File: src/rtl/adrv9001_hop_sequencer.sv
// Frequency-hop sequencer for ADRV9001 TX1/TX2/RX1/RX2 enables and the hop DGPIO pin.
// Optional HOP_TRIG_SYNC_EN: synchronize and edge-detect hop_trig_pl before qualification.
module adrv9001_hop_sequencer #(
  parameter int DELAY_WIDTH = 24
) (
  input  logic                   s_axi_aclk,
  input  logic                   s_axi_aresetn,
  input  logic                   hopping_mode,
  input  logic [3:0]             manual_enable,
  input  logic                   hop_trig_ps,
  input  logic                   hop_trig_pl,
  input  logic                   enable_pl_hop_trig,
  input  logic                   hop_trig_enable,
  input  logic                   hop_trig_clear,
  input  logic [3:0]             next_hop_enable_mask,
  input  logic [DELAY_WIDTH-1:0] tx1_setup_dly,
  input  logic [DELAY_WIDTH-1:0] tx2_setup_dly,
  input  logic [DELAY_WIDTH-1:0] rx1_setup_dly,
  input  logic [DELAY_WIDTH-1:0] rx2_setup_dly,
  input  logic [DELAY_WIDTH-1:0] hop_dgpio_dly,
  output logic [3:0]             chan_enable,
  output logic                   hop_dgpio,
  output logic                   busy,
  output logic                   hop_trig_status,
  output logic [15:0]            hop_count,
  output logic [1:0]             state_dbg
);

  typedef enum logic [1:0] {
    IDLE       = 2'd0,
    DGPIO_WAIT = 2'd1,
    SETUP      = 2'd2
  } state_t;

  localparam logic [DELAY_WIDTH-1:0] DLY_ONE = 1;

  state_t                 state, state_nxt;
  logic [DELAY_WIDTH-1:0] dcnt;
  logic [DELAY_WIDTH-1:0] scnt [4];
  logic [3:0]             nmask;
  logic [3:0]             done;
  logic [3:0]             ch_zero;
  logic                   setup_last;
  logic                   pl_trig;
  logic                   trig;

`ifdef HOP_TRIG_SYNC_EN
  // Two sync flops, a history flop, and a registered rising-edge pulse.
  logic pl_s1, pl_s2, pl_s3, pl_rise;

  always_ff @(posedge s_axi_aclk) begin
    if (!s_axi_aresetn) begin
      pl_s1   <= 1'b0;
      pl_s2   <= 1'b0;
      pl_s3   <= 1'b0;
      pl_rise <= 1'b0;
    end else begin
      pl_s1   <= hop_trig_pl;
      pl_s2   <= pl_s1;
      pl_s3   <= pl_s2;
      pl_rise <= pl_s2 & ~pl_s3;
    end
  end

  assign pl_trig = pl_rise;
`else
  assign pl_trig = hop_trig_pl;
`endif

  assign trig = hop_trig_enable & hopping_mode &
                (hop_trig_ps | (enable_pl_hop_trig & pl_trig));

  // A channel finishes on the edge its counter reads zero; exit when none remain.
  always_comb begin
    ch_zero = 4'b0000;
    for (int i = 0; i < 4; i++) begin
      ch_zero[i] = (scnt[i] == '0);
    end
    setup_last = &(done | ch_zero);
  end

  always_ff @(posedge s_axi_aclk) begin
    if (!s_axi_aresetn) begin
      state <= IDLE;
    end else begin
      state <= state_nxt;
    end
  end

  always_comb begin
    state_nxt = state;
    case (state)
      IDLE: begin
        if (trig) state_nxt = DGPIO_WAIT;
      end
      DGPIO_WAIT: begin
        if (!hopping_mode)     state_nxt = IDLE;
        else if (dcnt == '0)   state_nxt = SETUP;
      end
      SETUP: begin
        if (!hopping_mode || setup_last) state_nxt = IDLE;
      end
      default: state_nxt = IDLE;
    endcase
  end

  always_comb begin
    busy      = (state != IDLE);
    state_dbg = state;
  end

  always_ff @(posedge s_axi_aclk) begin
    if (!s_axi_aresetn) begin
      chan_enable     <= 4'b0000;
      hop_dgpio       <= 1'b0;
      hop_trig_status <= 1'b0;
      hop_count       <= 16'd0;
      dcnt            <= '0;
      nmask           <= 4'b0000;
      done            <= 4'b0000;
      for (int i = 0; i < 4; i++) begin
        scnt[i] <= '0;
      end
    end else begin
      // A trigger arriving mid-hop is only recorded; set beats a same-cycle clear.
      if (trig && (state != IDLE)) begin
        hop_trig_status <= 1'b1;
      end else if (hop_trig_clear) begin
        hop_trig_status <= 1'b0;
      end

      case (state)
        IDLE: begin
          if (trig) begin
            chan_enable <= 4'b0000;
            nmask       <= next_hop_enable_mask;
            dcnt        <= hop_dgpio_dly;
          end else if (!hopping_mode) begin
            chan_enable <= manual_enable;
          end
        end
        DGPIO_WAIT: begin
          if (!hopping_mode) begin
            chan_enable <= manual_enable;
          end else if (dcnt == '0) begin
            hop_dgpio <= ~hop_dgpio;
            scnt[3]   <= tx1_setup_dly;
            scnt[2]   <= tx2_setup_dly;
            scnt[1]   <= rx1_setup_dly;
            scnt[0]   <= rx2_setup_dly;
            done      <= ~nmask;
          end else begin
            dcnt <= dcnt - DLY_ONE;
          end
        end
        SETUP: begin
          if (!hopping_mode) begin
            chan_enable <= manual_enable;
          end else begin
            for (int i = 0; i < 4; i++) begin
              if (!done[i]) begin
                if (ch_zero[i]) begin
                  chan_enable[i] <= 1'b1;
                  done[i]        <= 1'b1;
                end else begin
                  scnt[i] <= scnt[i] - DLY_ONE;
                end
              end
            end
            if (setup_last) hop_count <= hop_count + 16'd1;
          end
        end
        default: ;
      endcase
    end
  end

endmodule

File: config.mk
export PLATFORM = sky130hd
export DESIGN_NAME = adrv9001_hop_sequencer
export DESIGN_NICKNAME = d
export VERILOG_FILES = /design/src/rtl/adrv9001_hop_sequencer.sv
export SDC_FILE = /design/constraint.sdc
export NUM_CORES = 1
export LEC_CHECK = 0
export CORE_AREA = 2 2 160 123
export CTS_CLUSTER_DIAMETER = 30
export DETAILED_ROUTE_END_ITERATION = 8
export DIE_AREA = 0 0 162 125
export PLACE_DENSITY = 0.81
export SKIP_CTS_REPAIR_TIMING = 1
export SLEW_MARGIN = 25
export SYNTH_ARGS = -nofsm -noshare
export SYNTH_HDL_FRONTEND = slang
export SYNTH_SLANG_ARGS = --single-unit
File: constraint.sdc
create_clock -name s_axi_aclk -period 4.2 [get_ports s_axi_aclk]
set_input_delay 1.26 -clock s_axi_aclk [delete_from_list [all_inputs] [get_ports s_axi_aclk]]
set_output_delay 1.26 -clock s_axi_aclk [all_outputs]
set_load 0.02 [all_outputs]
-- Word level (Yosys, flattened, before mapping)
Memories as Yosys holds them, arrays and structs flattened.
Cells that the tools add are included.
- bits in latches: 0
- memories kept: 1
- RAM bits: 96
- input bits: 136
- bits in read-only memories: 0
- register bits after elaboration: 56
- reductions and logical operators: 25
- eq/ne operators: 17
- bitwise operators: 15
- div/mod/pow operators: 0
- shift operators: 0
- multiply operators: 0
- mux-type cells: 73
- order comparisons: 0
- $add $sub $neg: 6
- memory list (name ; depth ; bits a word ; read ports ; clocked after memory_dff ; wr ports ; RTL line ; text):
    scnt ; 4 ; 24 ; 4 ; 0 ; 4 ; 39 ; logic [DELAY_WIDTH-1:0] scnt [4];
- operators by type and width (cell ; count):
    two-way mux 24 bit ; 11
    logical NOT 24 bit ; 5
    subtractor 24 x 1 -> 24 bit (second input constant) ; 5
    two-way mux 1 bit ; 48
    case mux 24 bit (2 select lines) ; 1
    inequality test 3 bit (second input constant) ; 9
    two-way mux 4 bit ; 6
    AND reduction 3 bit ; 6
    adder 16 x 1 -> 16 bit (second input constant) ; 1
    inequality test 2 bit (second input constant) ; 6
    case mux 4 bit (3 select lines) ; 1
    AND reduction 4 bit ; 3
    bitwise OR 1 bit ; 9
    two-way mux 2 bit ; 4
    case mux 4 bit (2 select lines) ; 1
    nonzero test 2 bit ; 4
    case mux 2 bit (3 select lines) ; 1
    AND reduction 6 bit ; 1
    inverter 4 bit ; 1
    bitwise OR 4 bit ; 1
    bitwise AND 1 bit ; 3
    nonzero test 3 bit ; 1
    == test 2 x 1 -> 1 bit (second input constant) ; 1
    == test 2 bit (second input constant) ; 1
    6 further kinds ; 6

-- Logic depth before layout (Yosys ltp)
- word-level depth: 8
- mapped depth: 10
- depth with buffers taken out: 8

-- Least setup slack after synthesis
OpenSTA, ideal clock, no wires.
- path type: input -> register
- start point: input port hopping_mode
- end point: memory scnt[1][0], enable pin
- path slack: 232 ps
- buffers on the path: 2
- data arrival time: 3530 ps
- required time: 3762 ps
- stages on the path: 4
- cell sequence: nand2_1 > clkbuf_1 > clkbuf_1 > o21ai_0
- RTL lines (item ; RTL line ; text):
    from (decl) ; 8 ; input logic hopping_mode,
    to (decl) ; 39 ;

==> metrics <==
outcome finished, final reports clean; R2R depth 6; worst r2r dst hop_count[10]; setup violators final 0; row count between 40 and 50; Detailed Routing Iterations Pass 1 5; Clock Skew ~0.012 ns; Max rail drop VDD 0.0002676 V; Remaining DRCs 0; critical path startpoint category flip-flop; number of buffers created by CTS 17; area grow syn2layout 26.80%; routability cong. roughly 0.87; Skew-Pair Late Insertion Delay roughly 0.42 ns; most frequent cell after synthesis nand2_1; vias per cell slightly below 6; Mean Syn Cell Area 9.080 um2; GRT overflow 0; Max Slew Vio Count 0; Port Buffers 160; CTS tree done; final hold vios 0; Syn Nets between 1000 and 1500; Fin Hold WS ~0.44 ns; Max-cap violations 0; FF+latch count, synth between 150 and 200; minimum clock period around 3.5 ns; Root Buffer clkbuf_16; Setup Crit Path Kind flip-flop to flip-flop; DIE HEIGHT around 130 um; Worst Setup End Kind flip-flop; largest net degree at the start of global routing between 50 and 60; r2r startpoint scnt[2][16]; initial antenna violation count 0; Die Wd around 160 um; Detail Placement HPWL around 17 mm; synth unique cells 63; top post-synthesis cells by area edfxtp_1, dfxtp_1, nand2_1; DIE AREA roughly 20000 um2; Top FF cell, synth edfxtp_1; Total Routing Usage GR 23.79%; Max Root-Sink Buffers 2; asr flop ratio synth 0%; first-pass GRT wire length 38.86 mm; Setup TNS 0 ns; Fmax 286.1 MHz; Sinks on Clock Net between 150 and 200; max_slew headroom 44.24%; Commonest cells post-synth nand2_1, edfxtp_1, nor2_1; delay of the slowest critical-path stage ~0.72 ns; Critical Path Most Common Cell or4_4; CTS H-tree depth 4; CP required between 4 and 5 ns; YS warnings 0; crit path cell chain or4_4 -> or4_4 -> o31ai_4 -> nand4_2 -> or4_1 -> a21oi_1; Post-Syn Area just over 9000 um2; Hold Startpoint nmask[2]; FF-to-FF setup slack roughly 0.7 ns; via count of the routed design roughly 8300; RSZ-0062 raised after global routing no; layout cells sized above 1 approximately 8.4%; Pwr per Cell Area between 400 and 500 nW/um2; # diodes 0; transition time of the tightest slew-check pin 0.8300 ns; worst-path maximum fanout 31; post-synth top area share 31.34%; clock slew at reported path FFs about 0.060 ns; Synth Instances ~1000; worst hold-check path type flip-flop to flip-flop; IO Count around 160; slowest CP cell or4_1; fin crit share 83.21%; Worst EP arrival 3.84 ns; wire length per cell around 17 um; Hold Path Sink done[2]; Post-DRT Antenna Nets 0; vias in the first global route ~7800; Final nets between 1000 and 1500; worst hold path stage count 1; Post-synth EDFFs 96; final WL about 24 mm; Leak Pwr between 4 and 5 nW; core footprint around 19000 um2; sequential element share of the synthesized area 43.53%; initial detailed-routing violation count around 900; Starting Density 48.85%; area leader, netlist edfxtp_1
## worst max path at each step
stage                       from  slack (ns)       endpoint
floorplan           hopping_mode        0.23     scnt[1][0]
global placement    hopping_mode        0.73     scnt[1][8]
detailed placement  hopping_mode        0.55    scnt[1][17]
CTS                  scnt[0][16]        0.70  hop_count[10]
global route          scnt[0][2]        0.38  hop_count[11]
finish               scnt[2][16]        0.71  hop_count[10]
## registers in the layout (all words and copies together) (netlist names)
name / cells
state_dbg: 2
dcnt: 24
hop_trig_status: 1
hop_count: 16
chan_enable: 4
hop_dgpio: 1
done: 4
scnt: 96
nmask: 4
## metal layers
metal	routed length, um	track usage [%]	vias up
li1	-	-	4071
met4	342	6.299	0
met5	0	0	-
met3	1654	5.674	28
met1	11440	34.95	3969
met2	10780	35.22	278
## cells by family (layout without fill, tap and decap cells)
group,after synthesis,after routing,share of synthesized area (%)
mux,9,9,0.9795
fa+ha+maj,13,13,1.769
compound gates,256,256,19.55
xor+xnor,83,83,7.904
simple gates,411,411,22.27
flops,152,152,43.53
buf+inv,89,248,4.000
## power breakdown
part | internal, mW | leakage, nW | switching [mW]
Sequential | 1.83 | 1.45 | 0.218
Combinational | 0.710 | 2.38 | 1.03
Clock | 0.886 | 0.293 | 0.651
Total | 3.42 | 4.12 | 1.89
## through the flow
stage / instances / setup slack [ns] / power, mW / utilization, % / instance area (um2)
CTS: 1425 / 0.6958 / 5.311 / 61.94 / 11660
detailed placement: 1393 / 0.5521 / 3.773 / 58.78 / 11070
finish: 1425 / 0.7050 / 5.317 / 61.94 / 11660
global route: 1425 / 0.3844 / 5.607 / 61.94 / 11660
global placement: 1393 / 0.7298 / 3.735 / 58.78 / 11070
floorplan: 1013 / 0.2318 / 3.230 / - / 9198
## cell type report
class / instances / area, um2
clock inverters: 10 / 77.57
well taps: 253 / 316.6
inverters: 35 / 131.4
flip-flops and latches: 152 / 4004
repair buffers: 181 / 1767
clock buffers: 22 / 518.0
multi-input cells: 772 / 4848
fillers: 1618 / 7166
## cell usage in the layout, fill, tap and decap left out, types with 12 or more instances in the layout
cell type | Yosys | final
clkdlybuf4s50_1 | 0 | 159
nand2_1 | 139 | 139
edfxtp_1 | 96 | 96
nor2_1 | 81 | 81
o21ai_0 | 59 | 57
dfxtp_1 | 56 | 56
xnor2_1 | 43 | 43
xor2_1 | 40 | 40
a21oi_1 | 36 | 36
inv_1 | 35 | 35
nor3_1 | 34 | 33
nor4_1 | 30 | 30
nand3_1 | 28 | 28
a22o_1 | 21 | 21
clkbuf_16 | 0 | 20
buf_4 | 5 | 20
or4_1 | 19 | 19
a31o_2 | 19 | 19
o21ai_1 | 18 | 18
a211oi_1 | 16 | 16
nand2b_1 | 13 | 13
ha_1 | 13 | 13
or3_1 | 12 | 12
## critical path: cells and delay by family, from the launching register on
kind / cells / cell delay, ns
and+or+nand+nor: 4 / 2.44
AOI/OAI and AO/OA: 2 / 0.50
DFF: 1 / 0.47
Power figures use the tool's default switching activity.
